File: src/rtl/vga_glyph_gen.sv
// Text-mode glyph renderer: 4-stage pipeline (cell address -> tile RAM -> font ROM -> colour).
// Define VGA_GLYPH_CURSOR_EN to add the blinking cursor (fg/bg swap on the cursor cell).
module vga_glyph_gen #(
    parameter int COLS      = 80,
    parameter int ROWS      = 30,
    parameter int GLYPH_W   = 8,
    parameter int GLYPH_H   = 16,
    parameter int BLINK_DIV = 8
) (
    input  logic                         clock,
    input  logic                         reset_n,
    input  logic                         pixelEn,
    input  logic                         bright,
    input  logic                         hsyncIn,
    input  logic                         vsyncIn,
    input  logic [9:0]                   hCount,
    input  logic [9:0]                   vCount,
    input  logic                         slowPulse,
    input  logic [7:0]                   cursorCol,
    input  logic [7:0]                   cursorRow,
    output logic [15:0]                  tileAddr,
    input  logic [15:0]                  tileData,
    output logic [8+$clog2(GLYPH_H)-1:0] fontAddr,
    input  logic [GLYPH_W-1:0]           fontData,
    output logic [7:0]                   rgb,
    output logic                         hsyncOut,
    output logic                         vsyncOut
);
    localparam int          GW_L    = $clog2(GLYPH_W);
    localparam int          GH_L    = $clog2(GLYPH_H);
    localparam logic [10:0] TEXT_W  = 11'(COLS * GLYPH_W);
    localparam logic [10:0] TEXT_H  = 11'(ROWS * GLYPH_H);
    localparam logic [15:0] COLS_16 = 16'(COLS);

    function automatic logic [7:0] expand(input logic [2:0] c);
        return {{3{c[2]}}, {3{c[1]}}, {2{c[0]}}};
    endfunction

    logic [9:0]            cellCol, cellRow;
    logic                  inText;
    logic [15:0]           tileAddr_d, tileAddr_q;
    logic [GH_L-1:0]       glyphRow_s1_q;
    logic [GW_L-1:0]       pixCol_s1_q, pixCol_s2_q;
    logic [8+GH_L-1:0]     fontAddr_d, fontAddr_q;
    logic [2:0]            fg_s2_q, bg_s2_q, fg_s3_q, bg_s3_q;
    logic                  pixel_s3_q;
    logic [2:0]            fgSel, bgSel;
    logic [7:0]            rgb_d, rgb_q;
    logic [3:0]            bright_q, inText_q, hsync_q, vsync_q;
    logic                  swap;
    logic                  unused_bits;

    assign cellCol    = hCount >> GW_L;
    assign cellRow    = vCount >> GH_L;
    assign inText     = ({1'b0, hCount} < TEXT_W) && ({1'b0, vCount} < TEXT_H);
    assign tileAddr_d = COLS_16 * {6'd0, cellRow} + {6'd0, cellCol};
    assign fontAddr_d = {tileData[7:0], glyphRow_s1_q};

    always_ff @(posedge clock or negedge reset_n) begin
        if (!reset_n) begin
            tileAddr_q    <= '0;
            glyphRow_s1_q <= '0;
            pixCol_s1_q   <= '0;
            fontAddr_q    <= '0;
            fg_s2_q       <= '0;
            bg_s2_q       <= '0;
            pixCol_s2_q   <= '0;
            pixel_s3_q    <= 1'b0;
            fg_s3_q       <= '0;
            bg_s3_q       <= '0;
            rgb_q         <= '0;
            bright_q      <= '0;
            inText_q      <= '0;
            hsync_q       <= '0;
            vsync_q       <= '0;
        end else if (pixelEn) begin
            // Stage 1: cell address and intra-glyph coordinates
            tileAddr_q    <= tileAddr_d;
            glyphRow_s1_q <= vCount[GH_L-1:0];
            pixCol_s1_q   <= hCount[GW_L-1:0];
            // Stage 2: tile word -> font address and colours
            fontAddr_q    <= fontAddr_d;
            fg_s2_q       <= tileData[15:13];
            bg_s2_q       <= tileData[12:10];
            pixCol_s2_q   <= pixCol_s1_q;
            // Stage 3: pick the pixel bit; ~col == GLYPH_W-1-col since GLYPH_W is a power of two
            pixel_s3_q    <= fontData[~pixCol_s2_q];
            fg_s3_q       <= fg_s2_q;
            bg_s3_q       <= bg_s2_q;
            // Stage 4: colour out, control delay line advances with the data
            rgb_q         <= rgb_d;
            bright_q      <= {bright_q[2:0], bright};
            inText_q      <= {inText_q[2:0], inText};
            hsync_q       <= {hsync_q[2:0], hsyncIn};
            vsync_q       <= {vsync_q[2:0], vsyncIn};
        end
    end

`ifdef VGA_GLYPH_CURSOR_EN
    localparam int BC_W = (BLINK_DIV > 1) ? $clog2(BLINK_DIV) : 1;

    logic [BC_W-1:0] blinkCnt_q;
    logic            blinkOn_q;
    logic [9:0]      cellCol_s1_q, cellCol_s2_q, cellCol_s3_q;
    logic [9:0]      cellRow_s1_q, cellRow_s2_q, cellRow_s3_q;

    // Blink timing runs off slowPulse alone; only the cell tags follow pixelEn.
    always_ff @(posedge clock or negedge reset_n) begin
        if (!reset_n) begin
            blinkCnt_q   <= '0;
            blinkOn_q    <= 1'b0;
            cellCol_s1_q <= '0;
            cellCol_s2_q <= '0;
            cellCol_s3_q <= '0;
            cellRow_s1_q <= '0;
            cellRow_s2_q <= '0;
            cellRow_s3_q <= '0;
        end else begin
            if (slowPulse) begin
                if (blinkCnt_q == BC_W'(BLINK_DIV - 1)) begin
                    blinkCnt_q <= '0;
                    blinkOn_q  <= ~blinkOn_q;
                end else begin
                    blinkCnt_q <= blinkCnt_q + 1'b1;
                end
            end
            if (pixelEn) begin
                cellCol_s1_q <= cellCol;
                cellCol_s2_q <= cellCol_s1_q;
                cellCol_s3_q <= cellCol_s2_q;
                cellRow_s1_q <= cellRow;
                cellRow_s2_q <= cellRow_s1_q;
                cellRow_s3_q <= cellRow_s2_q;
            end
        end
    end

    assign swap = blinkOn_q && (cellCol_s3_q == {2'b00, cursorCol})
                            && (cellRow_s3_q == {2'b00, cursorRow});
    assign unused_bits = ^{tileData[9:8], bright_q[3], inText_q[3]};
`else
    assign swap = 1'b0;
    assign unused_bits = ^{tileData[9:8], bright_q[3], inText_q[3], slowPulse,
                           cursorCol, cursorRow, 32'(BLINK_DIV)};
`endif

    always_comb begin
        fgSel = fg_s3_q;
        bgSel = bg_s3_q;
        if (swap) begin
            fgSel = bg_s3_q;
            bgSel = fg_s3_q;
        end
        rgb_d = 8'h00;
        if (bright_q[2] && inText_q[2]) begin
            rgb_d = expand(pixel_s3_q ? fgSel : bgSel);
        end
    end

    assign tileAddr = tileAddr_q;
    assign fontAddr = fontAddr_q;
    assign rgb      = rgb_q;
    assign hsyncOut = hsync_q[3];
    assign vsyncOut = vsync_q[3];
endmodule

File: config.mk
export PLATFORM = sky130hd
export DESIGN_NAME = vga_glyph_gen
export DESIGN_NICKNAME = d
export VERILOG_FILES = /design/src/rtl/vga_glyph_gen.sv
export SDC_FILE = /design/constraint.sdc
export NUM_CORES = 1
export LEC_CHECK = 0
export CAP_MARGIN = 20
export CORE_MARGIN = 3
export CORE_UTILIZATION = 41
export CTS_BUF_LIST = sky130_fd_sc_hd__clkbuf_16
export CTS_CLUSTER_DIAMETER = 200
export CTS_CLUSTER_SIZE = 8
export DETAILED_ROUTE_END_ITERATION = 8
export PLACE_DENSITY = 0.76
export SLEW_MARGIN = 20
export SYNTH_ARGS = -nofsm -noshare
export SYNTH_HDL_FRONTEND = slang
export SYNTH_SLANG_ARGS = --single-unit
export TNS_END_PERCENT = 5
File: constraint.sdc
create_clock -name clock -period 1.5 [get_ports clock]
set_clock_uncertainty 0.2 [all_clocks]
set_input_delay 0.15 -clock clock [delete_from_list [all_inputs] [get_ports clock]]
set_output_delay 0.15 -clock clock [all_outputs]
set_load 0.02 [all_outputs]
==> results <==
## cells in the final DEF, fill, tap and decap left out, drive strengths merged, types with 3 or more instances in the layout
cell type	netlist	final
a21oi	6	6
inv	13	14
nor2b	3	3
o22ai	3	3
buf	14	28
nor2	6	6
clkdlybuf4s50	0	37
xnor2	7	7
clkinv	0	5
o21ai	4	4
clkbuf	1	9
dfrtp	66	66
ha	11	11
dlygate4sd2	0	39
mux2	55	55
mux2i	5	5
## routing by layer
| metal | vias up | part of all wire, % | wire length (microns) |
|---|---|---|---|
| li1 | 952 | - | - |
| met2 | 62 | 51 | 3238 |
| met1 | 966 | 41 | 2587 |
| met3 | 16 | 5.0 | 314 |
| met4 | 0 | 2.8 | 174 |
| met5 | - | 0 | 0 |
## where the power goes
part           total [mW]  switching [mW]  internal (mW)
clock network        1.98           0.714           1.27
registers            2.18           0.144           2.03
logic                1.30           0.593          0.711
## registers in the layout, summed over array words and instances, names as in the netlist, 4 cells and up
signal / count
glyphRow_s1_q: 4
fontAddr: 12
vsync_q: 4
hsync_q: 4
tileAddr: 14
## Yosys cell counts, types with 2 or more instances
master / number
a21oi_1: 6
o21ai_0: 2
dfrtp_1: 66
buf_2: 6
xnor2_1: 6
fa_1: 2
o21ai_1: 2
mux4_2: 2
mux2_1: 3
or2_1: 2
mux2i_1: 5
ha_1: 11
nand3_1: 2
inv_1: 13
nor2_1: 6
buf_4: 7
o22ai_1: 3
mux2_2: 51
nor2b_1: 3
## stage by stage
| step | cells | worst slack [ns] | setup TNS [ns] |
|---|---|---|---|
| 2_1_floorplan | 217 | -0.5901 | -2.099 |
| 3_3_place_gp | 396 | -1.138 | -6.861 |
| 3_5_place_dp | 396 | -1.214 | -7.244 |
| 4_1_cts | 419 | -0.4290 | -1.732 |
| 5_1_grt | 419 | -0.5333 | -2.330 |
| 6_report | 419 | -0.5080 | -2.049 |
## critical path, cell delays in order
cell and delay (ns):
buf_8 0.10, ha_4 0.26, ha_4 0.13, inv_2 0.04, fa_2 0.41, xnor2_2 0.21, nand2_2 0.10, nor4_4 0.22
xnor2_1 0.11, mux2_4 0.26
## cell type report
class,count,area [sq um]
multi-input cells,123,1396
inverters,13,48.80
clock inverters,7,61.31
repair buffers,105,970.9
flip-flops and latches,66,1653
clock buffers,9,225.2
well taps,96,120.1
fillers,556,2469
## repair_timing
action / CTS / global route
setup buffers: 6 / 0
hold buffers: 1 / 0
endpoints found under the setup margin: 45 / 8
endpoints found under the hold margin: 66 / 0
resized for setup: 78 / 16
pin swaps: 15 / 14
cloned: 0 / 0
## cell families (layout without fill, tap and decap cells)
kind of cell / count (synthesis) / after routing
compound gates: 19 / 19
flops: 66 / 66
buf+inv: 28 / 134
simple gates: 20 / 20
xor+xnor: 7 / 7
mux: 62 / 62
fa+ha+maj: 13 / 13
other cells: 1 / 2
## worst max-delay path by stage
stage	from	endpoint	slack, ns	depth (start not counted)
after floorplan	vCount[7]	tileAddr[11]$_DFFE_PN0P_	-0.59	9
after global placement	vCount[7]	tileAddr[11]$_DFFE_PN0P_	-1.14	10
after detailed placement	vCount[7]	tileAddr[12]$_DFFE_PN0P_	-1.21	10
after CTS	vCount[5]	tileAddr[12]$_DFFE_PN0P_	-0.43	10
after global routing	vCount[5]	tileAddr[11]$_DFFE_PN0P_	-0.53	10
final	vCount[5]	tileAddr[11]$_DFFE_PN0P_	-0.51	10
==> summary.txt <==
status - finished with violations
violated checks - negative setup slack
number of flops mapped to enable cells by yosys - 0
DIE WIDTH - 91.46 microns
CORE AREA - 6944 sq um
fin area - 4476 sq um
gr ovfl total - 0
first-pass iteration count of the detailed router - 2
sequential fraction of the synthesis area - 55.16%
final setup vio count - 6
via count - 1996
Hold Crit Class - in -> reg
Root Driver - clkbuf_16
total power - 5.462 mW
io pins - 105
final WL - 6314 microns
Tot GR Track Use - 15.85%
area delta synth->final - 49.48%
Starting Density - 43.12%
synthesis-stage register bit count - 66
GPL Wtd Cong - 0.8071
Starting DRT DRC Count - 54
Die Y - 91.46 microns
CTS Sinks - 66
post-synth cell types - 37
Synth top area share - 55.16%
post-synthesis cell count - 216
crit path DAT - 2.00 ns
met2 GRT Util - 25.99%
Synth Area in Simple Gates - 3.970%
die area - 8364 sq um
Final Slew Violations - 0
area leader, netlist - dfrtp_1
worst-path fanout max - 2
hold path depth - 3
global-route layer with the greatest usage - met2
Worst Setup Slack, final - -0.5080 ns
Synth Cell Area - 2994 sq um
TritonCTS Buffers - 9
row count - 30
Avg Inst Size Synth - 13.86 sq um
reg2reg path depth - 3
Ant. Diodes - 0
synth top area cells - dfrtp_1 (55%), mux2_2 (19%), ha_1 (4.6%)
Warnings, synthesis - 0
latest clock arrival within the worst-skew pair - 0.31 ns
placed cell area - 4014 sq um
Max clock buf depth - 2
CTS clk-pin slew, worst paths - 0.05 ns
Worst EP required - 1.49 ns
post-synthesis mux area share - 23.99%
IO Port Bufs - 83
layout cells sized above 1 - 38.70%
M3 GR Usage - 4.143%
Max-Cap Viols - 0
R2R Setup Slk - 0.05 ns
Vias per Instance - 4.764
Tcrit/Tclk final - 133.9%
Core Util, Final - 64.45%
Peak VDD IR - 0.6285 mV
worst hold slack - 0.09046 ns
Pleak - 2.008 nW
Post-synth ARST share - 100.0%
Final Hold Vio Count - 0
vias in the first global route - 2217
WL per Instance - 15.07 microns
top_reg_cell synth - dfrtp_1
largest family of logic cells by synthesized area - multiplexers
worst hold path endpoint - tileAddr[13]$_DFFE_PN0P_
Max H-tree Level - 3
met1 usage - 18.96%
worst r2r dst - pixel_s3_q$_DFFE_PN0P_
largest net degree at the start of global routing - 67
Synth Area in Compound Gates - 3.886%
antenna violations before repair - 0
R2R Path Start - pixCol_s2_q[0]$_DFFE_PN0P_
XOR/XNOR share of the synthesized area - 2.298%
post-route DRC violation count - 0
first-pass GRT wire length - 10540 microns
antenna-violating nets left - 0
PwrDens - 1220 nW/um^2
RSZ-0062 raised after global routing - true
worst setup path class - in -> reg
hold path start - pixelEn
Synth Area in Adders - 5.934%
Worst setup SP type - input port
minimum clock period - 2.008 ns
Crit. End Element - flop
fmax - 498.0 MHz
Layout Nets - 398
dpl hpwl - 4244 microns
CTS tree - built
(Power assumes the default switching activity.)
